**src/rtl/instr_sequencer.sv**
```systemverilog
// Instruction step sequencer: walks a per-opcode list of states for control_matrix,
// inserts RAM wait states, and provides run/halt/step control, sticky errors and a counter.
module instr_sequencer #(
  parameter int unsigned WAIT_TIMEOUT = 16,
  parameter int unsigned CNT_W        = 16
) (
  input  logic             clock,
  input  logic             reset_n,
  input  logic             run,
  input  logic             step,
  input  logic             halt_req,
  input  logic [3:0]       opcode,
  input  logic             ram_ready,
  input  logic             clr_err,
  output logic [2:0]       state,
  output logic [3:0]       opcode_q,
  output logic             instr_done,
  output logic             halted,
  output logic             illegal_op,
  output logic             mem_timeout,
  output logic [CNT_W-1:0] instr_count
);

  localparam logic [2:0] S_FETCH = 3'd0;
  localparam logic [2:0] S_EX1   = 3'd1;
  localparam logic [2:0] S_EX2   = 3'd2;
  localparam logic [2:0] S_WB    = 3'd3;
  localparam logic [2:0] S_MEMWR = 3'd4;
  localparam logic [2:0] S_WAIT  = 3'd5;
  localparam logic [2:0] S_CLEAR = 3'd6;
  localparam logic [2:0] S_HALT  = 3'd7;

  localparam logic [3:0] OP_NOP = 4'b0000;
  localparam logic [3:0] OP_JMP = 4'b0001;
  localparam logic [3:0] OP_LDW = 4'b0010;
  localparam logic [3:0] OP_STW = 4'b0011;
  localparam logic [3:0] OP_RTR = 4'b0100;
  localparam logic [3:0] OP_BLT = 4'b0101;
  localparam logic [3:0] OP_ADD = 4'b0110;
  localparam logic [3:0] OP_SUB = 4'b0111;
  localparam logic [3:0] OP_HLT = 4'b1111;

  localparam logic [15:0] WAIT_LAST = 16'(WAIT_TIMEOUT - 1);

  logic [2:0]       state_q, state_d;
  logic [3:0]       opcode_d;
  logic [15:0]      wait_cnt_q, wait_cnt_d;
  logic             single_q, single_d;
  logic             from_reset_q, from_reset_d;
  logic             instr_done_q, instr_done_d;
  logic             halted_q, halted_d;
  logic             illegal_q, illegal_d;
  logic             timeout_q, timeout_d;
  logic [CNT_W-1:0] count_q, count_d;
  logic             ill_set_s, tmo_set_s;

  // Next-state, wait counter and instruction bookkeeping.
  always_comb begin
    state_d      = state_q;
    opcode_d     = opcode_q;
    wait_cnt_d   = wait_cnt_q;
    single_d     = single_q;
    from_reset_d = 1'b0;
    count_d      = count_q;
    ill_set_s    = 1'b0;
    tmo_set_s    = 1'b0;
    case (state_q)
      S_FETCH: begin
        opcode_d = opcode;
        if (opcode == OP_NOP)      state_d = S_CLEAR;
        else if (opcode == OP_HLT) state_d = S_HALT;
        else                       state_d = S_EX1;
      end
      S_EX1: begin
        case (opcode_q)
          OP_JMP:                 state_d = S_CLEAR;
          OP_LDW, OP_STW, OP_BLT: state_d = S_EX2;
          OP_RTR, OP_ADD, OP_SUB: state_d = S_WB;
          default: begin
            state_d   = S_CLEAR;
            ill_set_s = 1'b1;
          end
        endcase
      end
      S_EX2: begin
        if (opcode_q == OP_LDW)      state_d = ram_ready ? S_WB : S_WAIT;
        else if (opcode_q == OP_STW) state_d = S_MEMWR;
        else                         state_d = S_CLEAR;
      end
      S_WB:    state_d = S_CLEAR;
      S_MEMWR: state_d = ram_ready ? S_CLEAR : S_WAIT;
      S_WAIT: begin
        // ram_ready is checked first so a late ready still completes the access
        if (ram_ready) begin
          wait_cnt_d = 16'd0;
          state_d    = (opcode_q == OP_LDW) ? S_WB : S_CLEAR;
        end else if (wait_cnt_q >= WAIT_LAST) begin
          wait_cnt_d = 16'd0;
          state_d    = S_CLEAR;
          tmo_set_s  = 1'b1;
        end else begin
          wait_cnt_d = wait_cnt_q + 16'd1;
        end
      end
      S_CLEAR: begin
        if (!from_reset_q) count_d = count_q + CNT_W'(1);
        else               count_d = count_q;
        single_d = 1'b0;
        if (!single_q && run && !halt_req) state_d = S_FETCH;
        else                               state_d = S_HALT;
      end
      S_HALT: begin
        if (run && !halt_req) begin
          state_d  = S_FETCH;
          single_d = 1'b0;
        end else if (step) begin
          state_d  = S_FETCH;
          single_d = 1'b1;
        end else begin
          state_d  = S_HALT;
        end
      end
      default: state_d = S_CLEAR;
    endcase
    illegal_d    = ill_set_s | (illegal_q & ~clr_err);
    timeout_d    = tmo_set_s | (timeout_q & ~clr_err);
    instr_done_d = (state_d == S_CLEAR);
    halted_d     = (state_d == S_HALT);
  end

  // State and output registers.
  always_ff @(posedge clock or negedge reset_n) begin
    if (!reset_n) begin
      state_q      <= S_CLEAR;
      opcode_q     <= 4'b0000;
      wait_cnt_q   <= 16'd0;
      single_q     <= 1'b0;
      from_reset_q <= 1'b1;
      instr_done_q <= 1'b1;
      halted_q     <= 1'b0;
      illegal_q    <= 1'b0;
      timeout_q    <= 1'b0;
      count_q      <= '0;
    end else begin
      state_q      <= state_d;
      opcode_q     <= opcode_d;
      wait_cnt_q   <= wait_cnt_d;
      single_q     <= single_d;
      from_reset_q <= from_reset_d;
      instr_done_q <= instr_done_d;
      halted_q     <= halted_d;
      illegal_q    <= illegal_d;
      timeout_q    <= timeout_d;
      count_q      <= count_d;
    end
  end

  assign state       = state_q;
  assign instr_done  = instr_done_q;
  assign halted      = halted_q;
  assign illegal_op  = illegal_q;
  assign mem_timeout = timeout_q;
  assign instr_count = count_q;

endmodule
```
**config.mk**
```make
export PLATFORM = sky130hd
export DESIGN_NAME = instr_sequencer
export DESIGN_NICKNAME = d
export VERILOG_FILES = /design/src/rtl/instr_sequencer.sv
export SDC_FILE = /design/constraint.sdc
export NUM_CORES = 1
export LEC_CHECK = 0
export CAP_MARGIN = 20
export CORE_UTILIZATION = 35
export CTS_BUF_LIST = sky130_fd_sc_hd__clkbuf_16
export CTS_CLUSTER_DIAMETER = 150
export DETAILED_ROUTE_END_ITERATION = 8
export PLACE_DENSITY_LB_ADDON = 0.15
export SYNTH_ARGS = -nofsm -noshare
export SYNTH_HDL_FRONTEND = slang
export SYNTH_SLANG_ARGS = --single-unit
```
**constraint.sdc**
```tcl
create_clock -name clock -period 1.59 [get_ports clock]
set_input_delay 0.318 -clock clock [delete_from_list [all_inputs] [get_ports clock]]
set_output_delay 0.318 -clock clock [all_outputs]
set_load 0.01 [all_outputs]
```
==> results of run 1 <==
-- stage by stage --
stage	std cells	setup slack [ns]
6_report	374	-0.0379
5_1_grt	374	-0.153
4_1_cts	366	-0.0291
3_5_place_dp	347	-0.311
3_3_place_gp	347	-0.278
2_1_floorplan	198	-0.0142
-- worst register-to-register path, delay by kind of cell (launching register included) --
kind	cells	cell delay, ns
AO/OA/AOI/OAI	3	0.48
flip-flops	1	0.38
AND/OR/NAND/NOR	2	0.38
buffers and inverters	2	0.32
-- what timing repair did --
action                     4_1_cts  5_1_grt
setup endpoints to repair       33       38
resized for setup               21       32
buffers inserted                12        8
pin swaps                       10       14
-- registers in the layout, indices dropped and copies added (netlist names) --
| name | cells |
|---|---|
| mem_timeout | 1 |
| instr_count | 16 |
| single_q | 1 |
| from_reset_q | 1 |
| halted | 1 |
| instr_done | 1 |
| state | 3 |
| wait_cnt_q | 16 |
| illegal_op | 1 |
| opcode_q | 4 |
-- layout make-up --
cell class	count	area (um2)
timing repair buffer	98	871
tap	75	93.8
inverter	5	18.8
clock buffer	5	125
sequential	45	1130
fill	520	2500
clock inverter	3	41.3
multi-input combinational	143	1100
-- cells by family (layout without fill, tap and decap cells) --
logic type	count (synthesis)	after routing	share of synthesized area, %
compound gates	25	25	8.39
buf+inv	10	111	1.99
flops	45	45	53.0
other cells	1	1	0.176
mux	6	6	3.17
simple gates	90	90	24.3
fa+ha+maj	2	2	1.17
xor+xnor	19	19	7.80
-- Yosys cell counts, types with 2 or more instances --
cell type  instances
xnor2_1           15
nand2_1           15
buf_2              3
and2_1             2
inv_1              4
nor3_1             3
dfrtp_1           41
and3_1             4
ha_1               2
nand4_1            6
and4_1             5
a21oi_1            6
a31oi_1            5
nand3_1           13
nor2_1            20
nor2b_1            4
o311ai_1           2
dfstp_2            4
nor4_1             3
nand2b_1           5
xor2_1             4
mux2_2             6
-- power groups by stage --
stage	clock network (uW)	registers, uW	logic, uW
2_1_floorplan	0	1910	1010
3_3_place_gp	0	1810	2260
3_5_place_dp	0	1810	2270
4_1_cts	1190	1760	2540
5_1_grt	1240	1810	3100
6_report	1170	1760	2830
-- worst max path at each step --
stage | startpoint | endpoint | slack [ns]
3_5_place_dp | halt_req | halted | -0.31
2_1_floorplan | state[2] | halted | -0.01
4_1_cts | opcode_q[2] | halted | -0.03
5_1_grt | state[1] | halted | -0.15
6_report | opcode_q[0] | halted | -0.04
3_3_place_gp | halt_req | halted | -0.28
-- metal layers --
layer  share of wire (%)  wire, um  GRT usage (%)  vias to the layer above
li1                    -         -              -                      918
met1                  45      2200           21.9                      899
met2                  51      2510           27.8                       21
met3                 3.0       146           4.43                        4
met4                0.74        36           3.75                        0
met5                   0         0              0                        -
==> flow_metrics.tcl, run 1 <==
set metrics [dict create \
    die_h_um 80.1 \
    fp.coreArea_um2 5890 \
    min_period_ns 1.63 \
    synth-seq-cells 45 \
    netlist.area_leader.share_pct 48.1 \
    dieArea_um2 6410 \
    hold_buffers 0 \
    final_common_cell "buf_4" \
    path_max_fanout 3 \
    critical_path_class "reg -> reg" \
    timing.critical_path.buf_inv 2 \
    synthToLayoutAreaGrowth_pct 58.8 \
    root_buffer "clkbuf_16" \
    most-common-layout-cells "buf_4, dfrtp_1, clkdlybuf4s50_1" \
    arrival_ns 1.85 \
    fin_crit_sh_pct 102 \
    synthCells 198 \
    drv_cap 0 \
    required_ns 1.81 \
    yosys_warnings 0 \
    cts_made_buffers 5 \
    fin_hold_ws_ns -0.00929 \
    tns_ns -0.0379 \
    first_pass_iters 4 \
    combPwrFrac_pct 49.2 \
    cts.htree.levels 2 \
    timing.final.hold_violations 15 \
    crit_top_cell "buf_4" \
    drt-total-wl_um 4900 \
    rsz0062_at_grt "yes" \
    cp_slowest_cell "dfrtp_1" \
    hold_class "in -> async" \
    cts_sinks 45 \
    synth_area_leaders "dfrtp_1, xnor2_1, dfstp_2" \
    viasPerCell 4.93 \
    antenna_left 0 \
    place_area_um2 2910 \
    r2r_end "halted" \
    finClkSkew_ns 0.00597 \
    status "finished with violations" \
    syn_nets 211 \
    cp-end-kind "flop" \
    die_x_um 80.1 \
    num_vias 1842 \
    finalPower_uw 5760 \
    cts_tree "built" \
    finalMaxSlewViolations 0 \
    clockPowerShare_pct 20.3 \
    synth-edff-count 0 \
    worstRegToRegCells 7 \
    drc 0 \
    io_pins 38 \
    slowest_delay_ns 0.38 \
    fin_ws_ns -0.0379 \
    final_area_um2 3390 \
    share_seq_of_total_power_pct 30.6 \
    grt_pass1_wl_um 8250 \
    p_int_uw 3770 \
    antenna-diode-count 0 \
    synth.distinct_cells 48 \
    timing.rr.start "opcode_q[0]" \
    drt_iter0_markers 61 \
    rows 28 \
    dp_hpwl_um 3360 \
    num-nets-final 311 \
    synth-main-ff-cell "dfrtp_1" \
    grt_max_degree 22 \
    port_buffers 37 \
    p_leak_uw 0.00161 \
    fin_util_pct 57.5 \
    syn-mean-instance-area_um2 10.8 \
    clock_path_buffers 2 \
    ys_seq_area_share_pct 53.0 \
    power_switching_uw 1990 \
    synthArstFlopShare_pct 100 \
    antenna_found_initial 0 \
    gp_congestion 0.774 \
    drive_gt1_share_pct 39.1 \
    start_util_pct 36.2 \
    synth_area_um2 2130 \
    grt.overflow.total 0 \
    ir_drop_mv 0.800 \
    detail_route.wl_per_cell_um 13.1 \
    grt_pass1_vias 1790 \
    rrSetupSlack_ns -0.04 \
    clkSlewWorstSetupHoldPaths_ns 0.06 \
    switching_share_pct 34.5 \
    powerDensity_nw_per_um2 1700 \
    start_kind "flop" \
    crit_family "compound AO/OA/AOI/OAI gates" \
    synth_area_leader_cell "dfrtp_1" \
    fmax_ghz 0.614 \
    worst-path-stages 7 \
    grt_usage_pct 16.8 \
    violations "hold timing, setup timing" \
    setup_violations 1 \
    clock_latency_ns 0.28 \
    cp_cell_sequence "buf_4 > nor4b_4 > buf_4 > nand3_1 > o311ai_1 > o32a_2 > a21boi_2" \
]
No activity file was read; power rests on OpenSTA's default activity.
==> run 2, diff against run 1 <==
--- a/config.mk
+++ b/config.mk
@@ -5,11 +5,14 @@
 export SDC_FILE = /design/constraint.sdc
 export NUM_CORES = 1
 export LEC_CHECK = 0
+export ABC_AREA = 1
 export CAP_MARGIN = 20
+export CORE_MARGIN = 2
 export CORE_UTILIZATION = 35
 export CTS_BUF_LIST = sky130_fd_sc_hd__clkbuf_16
 export CTS_CLUSTER_DIAMETER = 150
 export DETAILED_ROUTE_END_ITERATION = 8
+export DONT_BUFFER_PORTS = 1
 export PLACE_DENSITY_LB_ADDON = 0.15
 export SYNTH_ARGS = -nofsm -noshare
 export SYNTH_HDL_FRONTEND = slang
==> flow_metrics.tcl, run 2 <==
set metrics [dict create \
    drt_iter0_markers 55 \
    finClkSkew_ns 0.00526 \
    drc 0 \
    setup_violations 0 \
    finalPower_uw 4350 \
    dieArea_um2 6700 \
    combPwrFrac_pct 35.5 \
    die_h_um 81.9 \
    clkSlewWorstSetupHoldPaths_ns 0.06 \
    synthTopCellsByCount "nand2_1, dfrtp_1, inv_1" \
    synthXorXnorAreaFrac_pct 5.78 \
    netlist.area_leader.share_pct 48.3 \
    antenna_left 0 \
    antenna_found_initial 0 \
    power_switching_uw 1530 \
    start_util_pct 36.1 \
    clock_path_buffers 2 \
    synth-seq-cells 45 \
    synth_compound_area_share_pct 4.60 \
    root_buffer "clkbuf_16" \
    clock_latency_ns 0.29 \
    place_area_um2 2350 \
    p_leak_uw 0.00144 \
    start_kind "flop" \
    synth_area_um2 2120 \
    gp_congestion 0.799 \
    cp-end-kind "flop" \
    share_seq_of_total_power_pct 37.6 \
    fmax_ghz 0.646 \
    fp.coreArea_um2 5890 \
    synth_top_family_by_area "simple AND/OR/NAND/NOR gates" \
    grt_pass1_vias 1588 \
    synth.distinct_cells 28 \
    cts_sinks 45 \
    yosys_warnings 0 \
    synth-edff-count 0 \
    first_pass_iters 4 \
    synthArstFlopShare_pct 100 \
    grt.overflow.total 0 \
    synthAdderAreaFrac_pct 1.18 \
    fill_cells 573 \
    port_buffers 0 \
    syn_nets 269 \
    yosysMostFrequentCell "nand2_1" \
    rsz0062_at_grt "yes" \
    ir_drop_mv 0.848 \
    detail_route.wl_per_cell_um 11.7 \
    cts_made_buffers 5 \
    path_max_fanout 3 \
    synthMuxAreaShare_pct 0 \
    rows 28 \
    grt_max_degree 46 \
    die_x_um 81.9 \
    num_vias 1624 \
    final_area_um2 2690 \
    synth_area_leaders "dfrtp_1, nand2_1, inv_1" \
    grt_pass1_wl_um 7130 \
    dp_hpwl_um 3120 \
    cts.htree.levels 2 \
    viasPerCell 4.45 \
    powerDensity_nw_per_um2 1620 \
    synth-main-ff-cell "dfrtp_1" \
    most-common-layout-cells "nand2_1, inv_1, dfrtp_1" \
    final_common_cell "nand2_1" \
    p_int_uw 2830 \
    critical_path_class "reg -> reg" \
    timing.final.hold_violations 0 \
    fin_util_pct 45.7 \
    status "finished clean" \
    hold_class "in -> reg" \
    drt-total-wl_um 4280 \
    antenna-diode-count 0 \
    clockPowerShare_pct 26.9 \
    required_ns 1.81 \
    grt_usage_pct 14.3 \
    drv_cap 0 \
    arrival_ns 1.76 \
    synth_area_leader_cell "dfrtp_1" \
    drive_gt1_share_pct 21.7 \
    fin_crit_sh_pct 97.4 \
    finalMaxSlewViolations 0 \
    io_pins 38 \
    synthSimpleGateAreaFrac_pct 26.9 \
    switching_share_pct 35.1 \
    cts_tree "built" \
    tns_ns 0 \
    min_period_ns 1.55 \
    rrSetupSlack_ns 0.04 \
    synthToLayoutAreaGrowth_pct 26.7 \
    synthCells 256 \
    num-nets-final 302 \
    syn-mean-instance-area_um2 8.29 \
    ys_seq_area_share_pct 53.3 \
]
run 2: logic make-up after synthesis:
| group | Yosys count |
|---|---|
| AO/OA/AOI/OAI | 18 |
| adder cells (fa/ha/maj) | 2 |
| XOR/XNOR | 14 |
| AND/OR/NAND/NOR | 131 |
| buffers and inverters | 45 |
| other | 1 |
| flip-flops | 45 |
run 2: path summary, 6_finish.rpt:
kind                                     start        endpoint  depth (start not counted)
worst min-delay path                 ram_ready     mem_timeout                          1
max in group asynchronous              reset_n        state[2]                          2
worst max-delay path                  state[2]  instr_count[7]                          7
min in group asynchronous              reset_n   wait_cnt_q[6]                          2
worst max register to register        state[2]  instr_count[7]                          7
worst min register to register  wait_cnt_q[10]  wait_cnt_q[10]                          2
run 2: per-stage QoR:
stage	hold WS [ns]	setup slack, ns	std cells
global route	0.130	-0.0688	365
detailed placement	0.0244	-0.0317	348
finish	0.128	0.0410	365
CTS	0.121	-0.00168	363
global placement	0.0244	0.0167	348
floorplan	0.0224	-0.0357	256
run 2: cell type report:
cell class              count  area, um2  area share, %
clock buffers               5        125           4.66
clock inverters             3       42.5           1.58
inverters                  43        161           6.01
multi-input cells         166        892           33.2
flip-flops and latches     45       1130           42.1
well taps                  75       93.8           3.49
repair buffers             28        240           8.94
run 2: per-layer routing:
layer | track usage, % | vias to the layer above | part of all wire (%)
met1 | 18.7 | 726 | 48
li1 | - | 856 | -
met2 | 20.5 | 36 | 44
met4 | 5.33 | 0 | 0.89
met5 | 0 | - | 0
met3 | 6.59 | 6 | 6.9
run 2: power groups by stage:
stage	combinational (uW)	sequential [uW]	clock (uW)
after floorplan	742	1660	0
after global placement	1260	1650	0
after detailed placement	1260	1660	0
after CTS	1420	1620	1200
after global routing	1750	1680	1260
final	1550	1640	1170
run 2: repair_timing:
item / 4_1_cts / 5_1_grt
pin swaps: 3 / 11
resized for setup: 3 / 23
buffers inserted: 5 / 2
setup endpoints to repair: 3 / 20
hold endpoints to repair: 45 / 0
hold buffers: 2 / 0
run 2: worst max-delay path, cell delays in order (launching register included):
cell and delay [ns]:
dfstp_2 0.56, nand2_4 0.07, nor3_4 0.17, nand2_2 0.12, buf_4 0.15, buf_4 0.13, nor2_1 0.12, xor2_1 0.15
==> run 3, diff against run 2 <==
--- a/config.mk
+++ b/config.mk
@@ -7,13 +7,15 @@
 export LEC_CHECK = 0
 export ABC_AREA = 1
 export CAP_MARGIN = 20
+export CORE_ASPECT_RATIO = 1.2
 export CORE_MARGIN = 2
 export CORE_UTILIZATION = 35
 export CTS_BUF_LIST = sky130_fd_sc_hd__clkbuf_16
 export CTS_CLUSTER_DIAMETER = 150
+export CTS_CLUSTER_SIZE = 28
 export DETAILED_ROUTE_END_ITERATION = 8
 export DONT_BUFFER_PORTS = 1
-export PLACE_DENSITY_LB_ADDON = 0.15
+export PLACE_DENSITY = 0.57
 export SYNTH_ARGS = -nofsm -noshare
 export SYNTH_HDL_FRONTEND = slang
 export SYNTH_SLANG_ARGS = --single-unit
==> flow_metrics.tcl, run 3 (synthesis results as in run 2) <==
set metrics [dict create \
    fmax_ghz 0.638 \
    ir_drop_mv 0.666 \
    num-nets-final 296 \
    cp-end-kind "flop" \
    synthToLayoutAreaGrowth_pct 20.6 \
    seq_area_um2 1130 \
    dieArea_um2 6700 \
    num_vias 1643 \
    drv_cap 0 \
    post-cts-setup-buffers 0 \
    drive_gt1_share_pct 15.8 \
    powerDensity_nw_per_um2 1520 \
    cts.htree.levels 2 \
    grt_pass1_wl_um 6940 \
    drt-total-wl_um 4160 \
    fp.coreArea_um2 5930 \
    min_period_ns 1.57 \
    grt_max_degree 46 \
    clock_latency_ns 0.29 \
    clkSlewWorstSetupHoldPaths_ns 0.06 \
    timing.final.hold_violations 0 \
    antenna-diode-count 0 \
    die_x_um 75.1 \
    final_common_cell "nand2_1" \
    path_max_fanout 6 \
    rows 31 \
    antenna_left 0 \
    setup_violations 0 \
    start_util_pct 35.8 \
    arrival_ns 1.74 \
    dp_hpwl_um 3140 \
    first_pass_iters 4 \
    cp_cell_sequence "nand2_4 > nor3_4 > nand2_2 > nor2_4 > nand2_1 > nor2_2 > nand3_1 > nand2_1 > nand2_1" \
    cts_tree "built" \
    cts_sinks 45 \
    most-common-layout-cells "nand2_1, inv_1, dfrtp_1" \
    p_leak_uw 0.00139 \
    die_h_um 89.3 \
    hold_class "in -> reg" \
    start_kind "flop" \
    slowest_delay_ns 0.59 \
    drt_iter0_markers 55 \
    required_ns 1.77 \
    status "finished clean" \
    grt_pass1_vias 1591 \
    finClkSkew_ns 0.00449 \
    crit_top_cell "nand2_1" \
    drc 0 \
    finalPower_uw 3890 \
    timing.critical_path.buf_inv 0 \
    fill_cells 599 \
    grt_usage_pct 13.7 \
    cp_slowest_cell "dfstp_2" \
    fin_util_pct 43.1 \
    fin_crit_sh_pct 98.5 \
    multi_input_area_um2 833 \
    cts_made_buffers 5 \
    critical_path_class "reg -> reg" \
    grt.overflow.total 0 \
    detail_route.wl_per_cell_um 11.4 \
    crit_family "simple AND/OR/NAND/NOR gates" \
    port_buffers 0 \
    rsz0062_at_grt "yes" \
    io_pins 38 \
    root_buffer "clkbuf_16" \
    finalMaxSlewViolations 0 \
    viasPerCell 4.49 \
    antenna_found_initial 0 \
    clock_path_buffers 2 \
    gp_congestion 0.811 \
]
==> run 3: changes by cell type in the layout (fill, tap and decap cells not counted), moves of 2 or more <==
| cell | before | now |
|---|---|---|
| nor2_1 | 32 | 34 |
| inv_2 | 4 | 2 |
| nand2_2 | 5 | 3 |
| clkinvlp_4 | 0 | 2 |
| o21ai_0 | 8 | 10 |
| nor2_4 | 5 | 1 |
| buf_4 | 24 | 20 |
| nand3_2 | 3 | 1 |
| nand2_1 | 61 | 63 |
| inv_1 | 40 | 42 |
| buf_6 | 2 | 0 |
| nand3_1 | 9 | 11 |
| nor2_2 | 1 | 3 |
==> run 3: worst paths after layout <==
check / startpoint / endpoint / slack, ns / depth (start not counted)
setup reg to reg: state[2] / instr_count[15] / 0.02 / 9
min in group asynchronous: reset_n / state[0] / 0.56 / 2
setup / recovery: state[2] / instr_count[15] / 0.02 / 9
hold reg to reg: wait_cnt_q[10] / wait_cnt_q[10] / 0.47 / 2
max in group asynchronous: reset_n / state[2] / 0.77 / 2
hold / removal: clr_err / illegal_op / 0.13 / 1
==> run 3: timing repair <==
item,in CTS,in global routing
hold buffers,2,0
endpoints found under the setup margin,2,20
resized for setup,2,3
cloned,0,0
endpoints found under the hold margin,45,0
==> run 3: metal layers <==
layer	vias to the layer above	wire (um)	GRT usage [%]
li1	841	-	-
met1	754	1950	17.0
met2	43	1870	22.0
met3	5	270	4.62
met4	0	68	5.36
met5	-	0	0
==> run 3: worst reg2reg max path, stage by stage, from the launching register on <==
cell,delay (ns)
dfstp_2,0.59
nand2_4,0.08
nor3_4,0.17
nand2_2,0.12
nor2_4,0.10
nand2_1,0.06
nor2_2,0.14
nand3_1,0.08
nand2_1,0.07
nand2_1,0.05
==> run 3: cell type report <==
| type | instances | area share (%) |
|---|---|---|
| clock buffers | 5 | 4.89 |
| clock inverters | 3 | 0.733 |
| flip-flops and latches | 45 | 44.2 |
| multi-input cells | 166 | 32.6 |
| repair buffers | 22 | 7.33 |
| inverters | 43 | 6.30 |
| well taps | 82 | 4.01 |
==> run 3: stage by stage <==
| step | hold slack, ns | instance area [um2] | worst slack [ns] | TNS (ns) | instances |
|---|---|---|---|---|---|
| after global placement | 0.0235 | 2370 | 0.0483 | 0 | 356 |
| final | 0.131 | 2560 | 0.0232 | 0 | 366 |
| after CTS | 0.128 | 2550 | 0.00714 | 0 | 366 |
| after detailed placement | 0.0235 | 2370 | 0.0193 | 0 | 356 |
| after floorplan | 0.0224 | 2120 | -0.0357 | -0.0357 | 256 |
| after global routing | 0.119 | 2560 | -0.0824 | -0.275 | 366 |
==> run 3: power breakdown <==
group          switching, uW  internal [uW]  leakage [uW]
clock network            425            576     0.0000672
registers                241           1400      0.000597
logic                    729            525      0.000725
total                   1400           2500       0.00139
==> edit, RTL diff (flow settings as in run 3) <==
Change the parameter `CNT_W` from 16 to 24.
--- a/src/rtl/instr_sequencer.sv
+++ b/src/rtl/instr_sequencer.sv
@@ -4,3 +4,3 @@
   parameter int unsigned WAIT_TIMEOUT = 16,
-  parameter int unsigned CNT_W        = 16
+  parameter int unsigned CNT_W        = 24
 ) (
Ports: changed (resized instr_count); port bits go from 38 to 46. No check against the original RTL was run, so the function may have changed too.
==> edit against run 3 <==
Global-route usage rose by 1.2 points. Largest cell class unchanged. Design area up 35%. First-iteration DRC count up 58%. Total power is 20% higher. Worst setup slack improved by 0.078 ns. Highest routed layer unchanged. Critical endpoint is now instr_count[19]. The run now ends with design-rule violations left. Area after synthesis up 32%. Routed wire length increased by 47%. Sequential cell count up 8. Worst hold slack worse by 0.014 ns. Utilization grew 1.4 points. Count of clock-buffer cells in the layout did not move.
==> edit: results (changes against run 3) <==
- Wire length on met3: 335 um (+24%)
- The switching share of power is 0.344 (-0.0148).
- Maximum VDD drop: 0.772 mV (+16%)
* Maximum number of pins on one net before global-route repair: 54 (+17%)
* Via count of the first global-routing pass: 2,340 (+47%)
* Number of remaining DRC errors: 2 (+2)
* Run status: finished, violations left
- Placed cells: 488 (+37%)
* Filler cell count: 777 (+30%)
- The area share of fa/ha/maj cells after synthesis came to 0.00891 (-0.00288).
* Seq. pwr: 1.82 mW (+11%)
- Placed instance area: 3170 um2 (+34%)
- Net count of the finished layout: 420 (+42%)
- The met1 usage in global routing is 0.173 (+0.00266).
- Placer Congestion: 0.820 (+1.1%)
- The largest fanout on the critical path came to 4 (-2).
* Global-route wire length before repair: 10,400 um (+50%)
- The number of unique standard cell types used by synthesis is 32 (+14%).
- Synthesized netlist net count: 377 (+40%)
- Routed length on met1: 2690 um (+38%)
- Routed via count: 2,272 (+38%)
- Post-Layout Cell Count: 500 (+37%)
- Standby leakage power: 1.83 nW (+32%)
- The reported clock group power was 1.39 mW (+39%).
- Share of final-layout standard cells stronger than drive strength 1: 0.194 (+0.0352)
- The total global-route track usage is 0.149 (+0.0120).
- Initial drt markers: 87 (+58%)
- The worst setup skew after layout was 0.00405 ns (-0.000431 ns).
- The critical path arrival came to 1.67 ns (-0.07 ns).
- Number of detailed-route iterations in the first pass: 6 (+2)
- PostCTS Resize Cnt: 0 (-2)
- End of the worst register-to-register path: instr_count[19]
- The met2 wire length was 2990 um (+60%).
- The met2 global-route usage came to 0.264 (+0.0437).
* Share of the synthesized area in compound gates (AO/OA/AOI/OAI): 0.0388 (-0.00722)
* Sequential fraction of the synthesis area: 0.474 (-0.0589)
* Failing checks: design-rule violations
* Post-synthesis average cell area: 7.71 um2 (-6.9%)
* Later-pin clock latency in the skew report: 0.29 ns (about the same)
- By area the synthesized netlist is led by sky130_fd_sc_hd__dfrtp_1 (44%), sky130_fd_sc_hd__nand2_1 (15%), sky130_fd_sc_hd__inv_1 (7.2%).
- The half-perimeter wire length after detailed placement is 4650 um (+48%).
## edit: worst max path at each step
| stage | slack [ns] | start | cells after the start | end |
|---|---|---|---|---|
| floorplan | 0.02 | instr_count[0] | 10 | instr_count[14] |
| global placement | 0.09 | state[2] | 9 | instr_count[14] |
| detailed placement | 0.06 | state[2] | 9 | instr_count[14] |
| CTS | 0.05 | state[2] | 9 | instr_count[14] |
| global route | -0.04 | state[2] | 9 | instr_count[14] |
| finish | 0.10 | state[2] | 9 | instr_count[19] |
## edit: area by class of cell
cell class | count | area [um2] | area share
sequential | 53 | 1330 | 0.386
clock inverter | 3 | 65.1 | 0.0188
tap | 92 | 115 | 0.0333
inverter | 56 | 211 | 0.0612
clock buffer | 5 | 125 | 0.0362
multi-input combinational | 252 | 1280 | 0.372
timing repair buffer | 39 | 319 | 0.0924
## edit: metrics by stage
step	worst slack, ns	total power [mW]
floorplan	0.0195	2.75
global placement	0.0911	3.22
detailed placement	0.0588	3.25
CTS	0.0456	4.67
global route	-0.0361	5.03
finish	0.101	4.69
